<file path="src/rtl/fifo_pkg.sv">
// Shared definitions for the byte FIFO and its downstream drain stages.
//   uart_tx_state_t           : fifo_uart_tx FSM state encoding
//   UART_DATA_BITS            : data bits per UART frame
//   UART_DEFAULT_CLKS_PER_BIT : default bit period in clock cycles
package fifo_pkg;

    localparam int unsigned UART_DATA_BITS            = 8;
    localparam int unsigned UART_DEFAULT_CLKS_PER_BIT = 16;

    typedef enum logic [2:0] {
        StIdle,
        StLoad,
        StStart,
        StData,
        StStop
    } uart_tx_state_t;

endpackage

</file>
<file path="src/rtl/baud_counter.sv">
// Bit-period timer for the UART transmitter.
//   clk   : system clock
//   rst   : synchronous reset, active-high
//   clear : holds the timer at 0 (used while no bit is on the line)
//   tick  : high on the last cycle of each CLKS_PER_BIT-cycle bit period
module baud_counter #(
    parameter int unsigned CLKS_PER_BIT = 16
) (
    input  logic clk,
    input  logic rst,
    input  logic clear,
    output logic tick
);

    localparam logic [7:0] LastCnt = 8'(CLKS_PER_BIT - 1);

    logic [7:0] cnt_q, cnt_d;

    assign tick = (cnt_q == LastCnt);

    always_comb begin
        cnt_d = cnt_q + 8'd1;
        if (clear || tick) begin
            cnt_d = 8'd0;
        end
    end

    always_ff @(posedge clk) begin
        if (rst) begin
            cnt_q <= 8'd0;
        end else begin
            cnt_q <= cnt_d;
        end
    end

endmodule

</file>
<file path="src/rtl/fifo_uart_tx.sv">
// FIFO drain stage: pops bytes from the FIFO read port and sends each as an
// 8N1 UART frame (start bit, 8 data bits LSB first, stop bit).
//   clk          : system clock
//   rst          : synchronous reset, active-high
//   tx_en        : permits new frames to start; a frame in flight always completes
//   fifo_empty   : FIFO has no data
//   fifo_rd_data : FIFO read data, valid the cycle after fifo_pop
//   fifo_pop     : one-cycle read strobe to the FIFO
//   tx           : UART line, idles high
//   busy         : high from the pop cycle through the last stop-bit cycle
//   sent_count   : completed frames, wraps at 256
module fifo_uart_tx
    import fifo_pkg::*;
#(
    parameter int unsigned CLKS_PER_BIT = UART_DEFAULT_CLKS_PER_BIT
) (
    input  logic       clk,
    input  logic       rst,
    input  logic       tx_en,
    input  logic       fifo_empty,
    input  logic [7:0] fifo_rd_data,
    output logic       fifo_pop,
    output logic       tx,
    output logic       busy,
    output logic [7:0] sent_count
);

    localparam logic [2:0] LastBitIdx = 3'(UART_DATA_BITS - 1);

    uart_tx_state_t state_q, state_d;
    logic [7:0]     shreg_q, shreg_d;
    logic [2:0]     bit_idx_q, bit_idx_d;
    logic [7:0]     sent_q, sent_d;
    logic           tx_q, tx_d;
    logic           busy_q, busy_d;
    logic           tick;
    logic           timer_clear;

    // Timer only runs while a bit is on the line; LOAD leaves it at 0 so the
    // start bit gets a full period.
    assign timer_clear = (state_q == StIdle) || (state_q == StLoad);

    baud_counter #(
        .CLKS_PER_BIT(CLKS_PER_BIT)
    ) u_baud_counter (
        .clk  (clk),
        .rst  (rst),
        .clear(timer_clear),
        .tick (tick)
    );

    // Gated by rst so no pop escapes while the block is being reset.
    assign fifo_pop = !rst && (state_q == StIdle) && tx_en && !fifo_empty;

    always_comb begin
        state_d   = state_q;
        shreg_d   = shreg_q;
        bit_idx_d = bit_idx_q;
        sent_d    = sent_q;

        unique case (state_q)
            StIdle: begin
                if (fifo_pop) begin
                    state_d = StLoad;
                end
            end
            StLoad: begin
                shreg_d   = fifo_rd_data;
                bit_idx_d = 3'd0;
                state_d   = StStart;
            end
            StStart: begin
                if (tick) begin
                    state_d = StData;
                end
            end
            StData: begin
                if (tick) begin
                    shreg_d   = {1'b0, shreg_q[7:1]};
                    bit_idx_d = bit_idx_q + 3'd1;
                    if (bit_idx_q == LastBitIdx) begin
                        state_d = StStop;
                    end
                end
            end
            StStop: begin
                if (tick) begin
                    sent_d  = sent_q + 8'd1;
                    state_d = StIdle;
                end
            end
            default: state_d = StIdle;
        endcase

        // Outputs are registered from the next state so tx changes on the
        // same edge that enters each bit.
        unique case (state_d)
            StStart: tx_d = 1'b0;
            StData:  tx_d = shreg_d[0];
            default: tx_d = 1'b1;
        endcase
        busy_d = (state_d != StIdle);
    end

    always_ff @(posedge clk) begin
        if (rst) begin
            state_q   <= StIdle;
            shreg_q   <= 8'd0;
            bit_idx_q <= 3'd0;
            sent_q    <= 8'd0;
            tx_q      <= 1'b1;
            busy_q    <= 1'b0;
        end else begin
            state_q   <= state_d;
            shreg_q   <= shreg_d;
            bit_idx_q <= bit_idx_d;
            sent_q    <= sent_d;
            tx_q      <= tx_d;
            busy_q    <= busy_d;
        end
    end

    assign tx         = tx_q;
    // The pop cycle is still IDLE in the register, so fold the strobe in.
    assign busy       = busy_q | fifo_pop;
    assign sent_count = sent_q;

endmodule
</file>
<file path="config.mk">
export PLATFORM = sky130hd
export DESIGN_NAME = fifo_uart_tx
export DESIGN_NICKNAME = d
export VERILOG_FILES = /design/src/rtl/fifo_pkg.sv /design/src/rtl/baud_counter.sv /design/src/rtl/fifo_uart_tx.sv
export SDC_FILE = /design/constraint.sdc
export NUM_CORES = 1
export LEC_CHECK = 0
export CAP_MARGIN = 20
export CORE_MARGIN = 2
export CORE_UTILIZATION = 47
export CTS_BUF_LIST = sky130_fd_sc_hd__clkbuf_4 sky130_fd_sc_hd__clkbuf_8 sky130_fd_sc_hd__clkbuf_16
export DETAILED_ROUTE_END_ITERATION = 7
export MAX_ROUTING_LAYER = met4
export PLACE_DENSITY_LB_ADDON = 0.2
export SLEW_MARGIN = 40
export SYNTH_ARGS = -nofsm -noshare
export SYNTH_HDL_FRONTEND = slang
export SYNTH_HIERARCHICAL = 1
export SYNTH_SLANG_ARGS = --single-unit
</file>
<file path="constraint.sdc">
create_clock -name clk -period 2.37 [get_ports clk]
set_input_delay 0.711 -clock clk [delete_from_list [all_inputs] [get_ports clk]]
set_output_delay 0.711 -clock clk [all_outputs]
set_load 0.005 [all_outputs]
</file>
==> results of run 1 <==
==> registers in the layout (all words and copies together), names as in the netlist <==
register / flops
tx: 1
bit_idx_q: 3
u_baud_counter/cnt_q: 8
state_q: 3
sent_count: 8
busy_q: 1
shreg_q: 8
==> kinds of logic after synthesis <==
| logic type | Yosys count | share of synthesized area [%] |
|---|---|---|
| flops | 32 | 45.8 |
| fa+ha+maj | 4 | 3.58 |
| buf+inv | 7 | 3.04 |
| xor+xnor | 9 | 5.64 |
| mux | 1 | 0.716 |
| compound gates | 26 | 14.2 |
| simple gates | 71 | 26.9 |
==> layer usage <==
layer	part of all wire, %	track usage, %	routed length, um
met2	48	29.2	1230
met1	46	22.1	1170
met5	0	-	0
met3	4.8	6.59	122
met4	0.71	7.31	18
==> how the worst max path moves through the flow <==
stage,cells after the start,slack [ns],end
after detailed placement,5,-0.51,busy
after global routing,4,0.05,busy
after floorplan,7,0.31,shreg_q[2]
final,4,0.12,busy
after global placement,5,-0.48,busy
after CTS,4,0.12,busy
==> metrics by stage <==
stage	setup TNS, ns	cells	hold WS [ns]	setup slack, ns	total power (uW)
floorplan	0	150	0.417	0.306	587
global placement	-0.874	204	0.430	-0.481	618
detailed placement	-0.932	204	0.442	-0.511	620
CTS	0	213	0.458	0.117	938
global route	0	213	0.483	0.0459	977
finish	0	213	0.450	0.121	924
==> final cells by class <==
type,count,area (sq um),area share [%]
sequential,32,641,36.8
inverter,2,7.51,0.431
timing repair buffer,29,270,15.5
clock inverter,2,10.0,0.574
tap,31,38.8,2.23
multi-input combinational,111,724,41.6
clock buffer,6,51.3,2.94
==> timing repair <==
| item | 4_1_cts | 5_1_grt |
|---|---|---|
| resized for setup | 12 | 0 |
| setup buffers | 1 | 0 |
| setup endpoints to repair | 2 | 0 |
==> report_power, final <==
group          internal [uW]  switching (uW)
Sequential               543            2.61
Combinational           36.1            26.7
Clock                    141             174
==> cell usage in the layout, fill, tap and decap left out, drive strengths merged, types with 2 or more instances in the layout <==
cell type / n
dfxtp: 32
nand2b: 2
clkinv: 2
nand2: 11
or2: 2
nor3b: 2
nor2: 30
a211oi: 2
nand3: 5
a21oi: 5
buf: 8
xor2: 5
nand4: 4
ha: 4
clkbuf: 6
dlygate4sd2: 3
o21ai: 5
clkdlybuf4s50: 17
inv: 2
or3: 3
a222oi: 6
a22oi: 4
nor3: 4
nor4: 2
xnor2: 4
==> critical path, cell delays in order <==
cell and delay, ns:
dlygate4sd2_1 0.27, nor4_4 0.30, or2_4 0.17, buf_6 0.08
==> summary.md, run 1 <==
| Metric | Value |
|---|---|
| RR Startpoint | `u_baud_counter/cnt_q[5]` |
| RSZ-0062 raised after global routing | `false` |
| Worst hold path startpoint | `u_baud_counter/cnt_q[0]` |
| Number of I/O pins | `23` |
| Vias per cell | `approximately 5.5` |
| Pleak | `between 0.0006 and 0.0007 uW` |
| Post-Syn Area | `1400 sq um` |
| GP Congestion | `0.765` |
| Hpwl dp | `1.88 mm` |
| Initial core utilization | `~50%` |
| Setup crit start | `rst` |
| Final wirelength | `2.54 mm` |
| Largest net degree at the start of global routing | `26` |
| Tmin final | `between 2 and 2.5 ns` |
| Worst-path clk slew | `roughly 0.090 ns` |
| Status | `complete, no violations` |
| Clock Tree Root | `clkbuf_4` |
| Syn Area/Cell | `a little over 9 sq um` |
| Worst VDD drop | `0.000451 V` |
| Post-Synthesis Cells | `150` |
| TritonRoute pass-1 iters | `4` |
| Total CTS buffers | `5` |
| Mean routed wirelength per cell | `11.9 um` |
| Vias in the first global route | `1126` |
| Worst r2r path cells | `6` |
| Row Count | `19` |
| Reg2Reg Setup Slack | `0.24 ns` |
| PD cells | `530 nW/um^2` |
| Vias post-DR | `around 1200` |
| Top-area cell type share of the netlist area | `45.8%` |
| Initial antenna violation count | `0` |
| Die width | `a little under 60 um` |
| Arrival @ worst endpoint | `1.54 ns` |
| Yosys cell types | `40` |
| Hold buffer count at cts | `0` |
| Port Buffer Count | `22` |
| Clk Latency, worst-skew pair | `0.32 ns` |
| Fillers | `237` |
| Final Core Density | `62.7%` |
| Total die area | `3430 sq um` |
| Synth area leaders | `dfxtp_1, nor2_1, a222oi_1` |
| Top-count cell post-synth | `dfxtp_1` |
| Synth area leader | `dfxtp_1` |
| Post-synthesis async set-or-reset flop share | `0%` |
| Share of cells above drive strength 1 | `13.7%` |
| HP Class | `register to register` |
| Dpl cell area | `1670 sq um` |
| Core area | `2780 sq um` |
| First-pass GRT wire length | `around 4.7 mm` |
| H-tree Lvls | `2` |
| Area growth, synth to finish | `24.7%` |
| Worst-Margin Slew | `0.426 ns` |
| Sequential cell area fraction in the yosys report | `a little under half` |
| Hold depth | `1` |
| Skew final | `0.00673 ns` |
| Critical path peak fanout | `3` |
| CP Launch Type | `input port` |
| Cell area after layout | `1740 sq um` |
| F_max | `between 0.4 and 0.5 GHz` |
| R2r endpoint | `shreg_q[5]` |
| Antenna Nets Post-Route | `0` |
| Critical Path Sink Type | `output pin` |
| Initial DRC Count | `32` |
| Number of diodes | `0` |
| Fin. max-slew vios | `0` |
| Hold EP | `u_baud_counter/cnt_q[0]` |
| Slew margin rel. | `roughly 71%` |
| Syn Nets | `around 170` |
| Nets | `197` |
| Final setup vio count | `0` |
| Height of the die | `between 50 and 60 um` |
| Max Root-Sink Buffers | `2` |
| FF+latch count, synth | `32` |
| Critical path class | `input port to output pin` |
| CTS tree | `yes` |
| DRC Markers | `0` |
| Commonest register cell after synthesis | `dfxtp_1` |
| Max cap viols | `0` |
| Post-synth EDFFs | `0` |
| Total GRT Usage | `18.7%` |
| Final Cycle Share | `94.9%` |
| # clock sinks | `32` |
| GR Overflow Total | `0` |
| CP Data Required Time | `1.66 ns` |
| Post-synth top cells | `dfxtp_1, nor2_1, nand2_1, a222oi_1` |
| Ys Warns | `6` |
| Final Hold Vio Count | `0` |
(Power assumes the default switching activity.)
==> run 2, diff against run 1 <==
- clock period: 2.37 -> 2.9 ns (I/O delays scaled with it)
==> run 2 against run 1 <==
Non-clock buffer count down 4. Via count grew 0.59%. Final cell count shrank 1.9%. Global-route usage is 0.68 points lower. Combinational power shrank 25%. Power is 16% lower. Utilization is 0.99 points lower. Critical path type unchanged. Largest cell class unchanged. Largest power group unchanged.
==> summary.md, run 2 (same netlist as run 1, synthesis figures left out) <==
| Metric | Value |
|---|---|
| Area growth, synth to finish | `22.7% (was 24.7%)` |
| PD cells | `454 nW/um^2 (was 530 nW/um^2)` |
| Commonest non-fill, non-tap cell in the layout | `dfxtp_1 (unchanged)` |
| Total GRT Usage | `18.1% (was 18.7%)` |
| CP Depth | `5 (was 4)` |
| Die width | `58.5 um (unchanged)` |
| Fillers | `252 (was 237)` |
| Slew margin rel. | `66.3% (was 71.5%)` |
| Setup TNS | `0 ns (unchanged)` |
| # clock sinks | `32 (unchanged)` |
| Worst r2r path cells | `6 (unchanged)` |
| Skew final | `0.00599 ns (was 0.00673 ns)` |
| Status | `complete, no violations (unchanged)` |
| Port Buffer Count | `22 (unchanged)` |
| Vias per cell | `5.68 (was 5.54)` |
| Final setup vio count | `0 (unchanged)` |
| Number of diodes | `0 (unchanged)` |
| CP Data Required Time | `2.03 ns (was 1.66 ns)` |
| H-tree Lvls | `2 (unchanged)` |
| Hold buffer count at cts | `0 (unchanged)` |
| Share of cells above drive strength 1 | `11.2% (was 13.7%)` |
| Final Hold Vio Count | `0 (unchanged)` |
| Initial core utilization | `50.2% (unchanged)` |
| DRC Markers | `0 (unchanged)` |
| Clock Tree Root | `clkbuf_4 (unchanged)` |
| CP bufs+invs | `2 (unchanged)` |
| Height of the die | `58.5 um (unchanged)` |
| Number of I/O pins | `23 (unchanged)` |
| Slowest-stage cell, CP | `clkdlybuf4s50_1 (was nor4_4)` |
| Part of the power in combinational logic | `6.0% (was 6.8%)` |
| Hpwl dp | `1.81 mm (was 1.88 mm)` |
| CP Launch Type | `input port (unchanged)` |
| GP Congestion | `0.764 (was 0.765)` |
| Fin. max-slew vios | `0 (unchanged)` |
| F_max | `approximately 0.35 GHz` |
| First-pass GRT wire length | `4.55 mm (was 4.71 mm)` |
| Max cap viols | `0 (unchanged)` |
| Worst VDD drop | `0.000334 V (was 0.000451 V)` |
| CTS tree | `yes (unchanged)` |
| Largest net degree at the start of global routing | `26 (unchanged)` |
| HP Class | `register to register (unchanged)` |
| Vias in the first global route | `1078 (was 1126)` |
| Pwr Total | `779 uW (was 924 uW)` |
| Largest stage delay on the critical path | `0.45 ns (was 0.30 ns)` |
| Max Root-Sink Buffers | `2 (unchanged)` |
| Core area | `2780 sq um (unchanged)` |
| Initial DRC Count | `40 (was 32)` |
| Final Cycle Share | `between 90% and 100%` |
| Part of the power in the clock network | `36.5% (was 34.1%)` |
| GR Overflow Total | `0 (unchanged)` |
| Vias post-DR | `1187 (was 1180)` |
| Sequential fraction of design power | `57.5% (was 59.1%)` |
| Switch Pwr | `169 uW (was 204 uW)` |
| Critical path peak fanout | `3 (unchanged)` |
| Crit-path leading delay family | `buffers and inverters (was simple AND/OR/NAND/NOR gates)` |
| Switching Share | `21.7% (was 22.1%)` |
| Total die area | `3430 sq um (unchanged)` |
| Row Count | `19 (unchanged)` |
| Mean routed wirelength per cell | `12.2 um (was 11.9 um)` |
| Int Power | `610 uW (was 720 uW)` |
| Total CTS buffers | `5 (unchanged)` |
| Hold depth | `1 (unchanged)` |
| RSZ-0062 raised after global routing | `false (unchanged)` |
| Most frequent cells in the layout | `dfxtp_1, nor2_1, clkdlybuf4s50_1 (unchanged)` |
| Arrival @ worst endpoint | `1.99 ns (was 1.54 ns)` |
| Critical path class | `input port to output pin (unchanged)` |
| Clk Latency, worst-skew pair | `0.33 ns (was 0.32 ns)` |
| Pleak | `0.000605 uW (was 0.000623 uW)` |
| CP Cell Sequence | `clkdlybuf4s50_1 -> nand2b_4 -> nor4_4 -> or2_4 -> dlygate4sd2_1 (was dlygate4sd2_1 -> nor4_4 -> or2_4 -> buf_6)` |
| Nets | `193 (was 197)` |
| Initial antenna violation count | `0 (unchanged)` |
| TritonRoute pass-1 iters | `7 (was 4)` |
| Tmin final | `approximately 2.9 ns` |
| Final wirelength | `2.56 mm (was 2.54 mm)` |
| Worst-Margin Slew | `0.504 ns (was 0.426 ns)` |
| Worst-path clk slew | `0.09 ns (about the same)` |
| Antenna Nets Post-Route | `0 (unchanged)` |
| Critical Path Sink Type | `output pin (unchanged)` |
-- run 2: cell types whose count changed in the layout (fill, tap and decap cells not counted), sizes merged --
cell,before,now
clkdlybuf4s50,17,18
dlygate4sd2,3,4
clkdlybuf4s15,1,0
clkinv,2,0
buf,8,3
clkbuf,6,8
-- run 2: repair_timing --
action | CTS | global route
gates resized for setup | 6 | 0
buffers inserted | 1 | 0
setup endpoints to repair | 2 | 0
-- run 2: path summary, 6_finish.rpt --
check / startpoint / endpoint / slack [ns]
min reg2reg: u_baud_counter/cnt_q[0] / u_baud_counter/cnt_q[0] / 0.45
min: u_baud_counter/cnt_q[0] / u_baud_counter/cnt_q[0] / 0.45
max: fifo_empty / busy / 0.04
max reg2reg: u_baud_counter/cnt_q[5] / shreg_q[5] / 0.62
-- run 2: layout make-up --
class | count | area, sq um | share of cell area (%)
multi-input cells | 111 | 724 | 42.2
flip-flops and latches | 32 | 641 | 37.3
inverters | 2 | 7.51 | 0.438
well taps | 31 | 38.8 | 2.26
repair buffers | 25 | 238 | 13.9
clock buffers | 8 | 66.3 | 3.87
-- run 2: metal layers --
layer	track usage [%]	vias up	wire, um	part of all wire [%]
met2	27.0	33	1150	45
met4	8.97	0	59	2.3
li1	-	594	-	-
met1	21.7	550	1190	47
met5	-	-	0	0
met3	6.15	10	158	6.2
-- run 2: power groups by stage --
stage,clock network [uW],registers [uW],logic [uW]
after floorplan,0,457,23.1
after global placement,0,458,45.8
after detailed placement,0,458,46.4
after CTS,294,448,47.0
after global routing,315,449,50.9
final,284,448,46.8
-- run 2: metrics by stage --
step / cell area, sq um / std cells / hold slack, ns / util, % / setup slack, ns
floorplan: 1400 / 150 / 0.417 / - / 0.564
global placement: 1640 / 200 / 0.430 / 58.8 / -0.270
detailed placement: 1640 / 200 / 0.443 / 58.8 / -0.287
CTS: 1720 / 209 / 0.456 / 61.7 / 0.0403
global route: 1720 / 209 / 0.484 / 61.7 / 0.00497
finish: 1720 / 209 / 0.449 / 61.7 / 0.0414
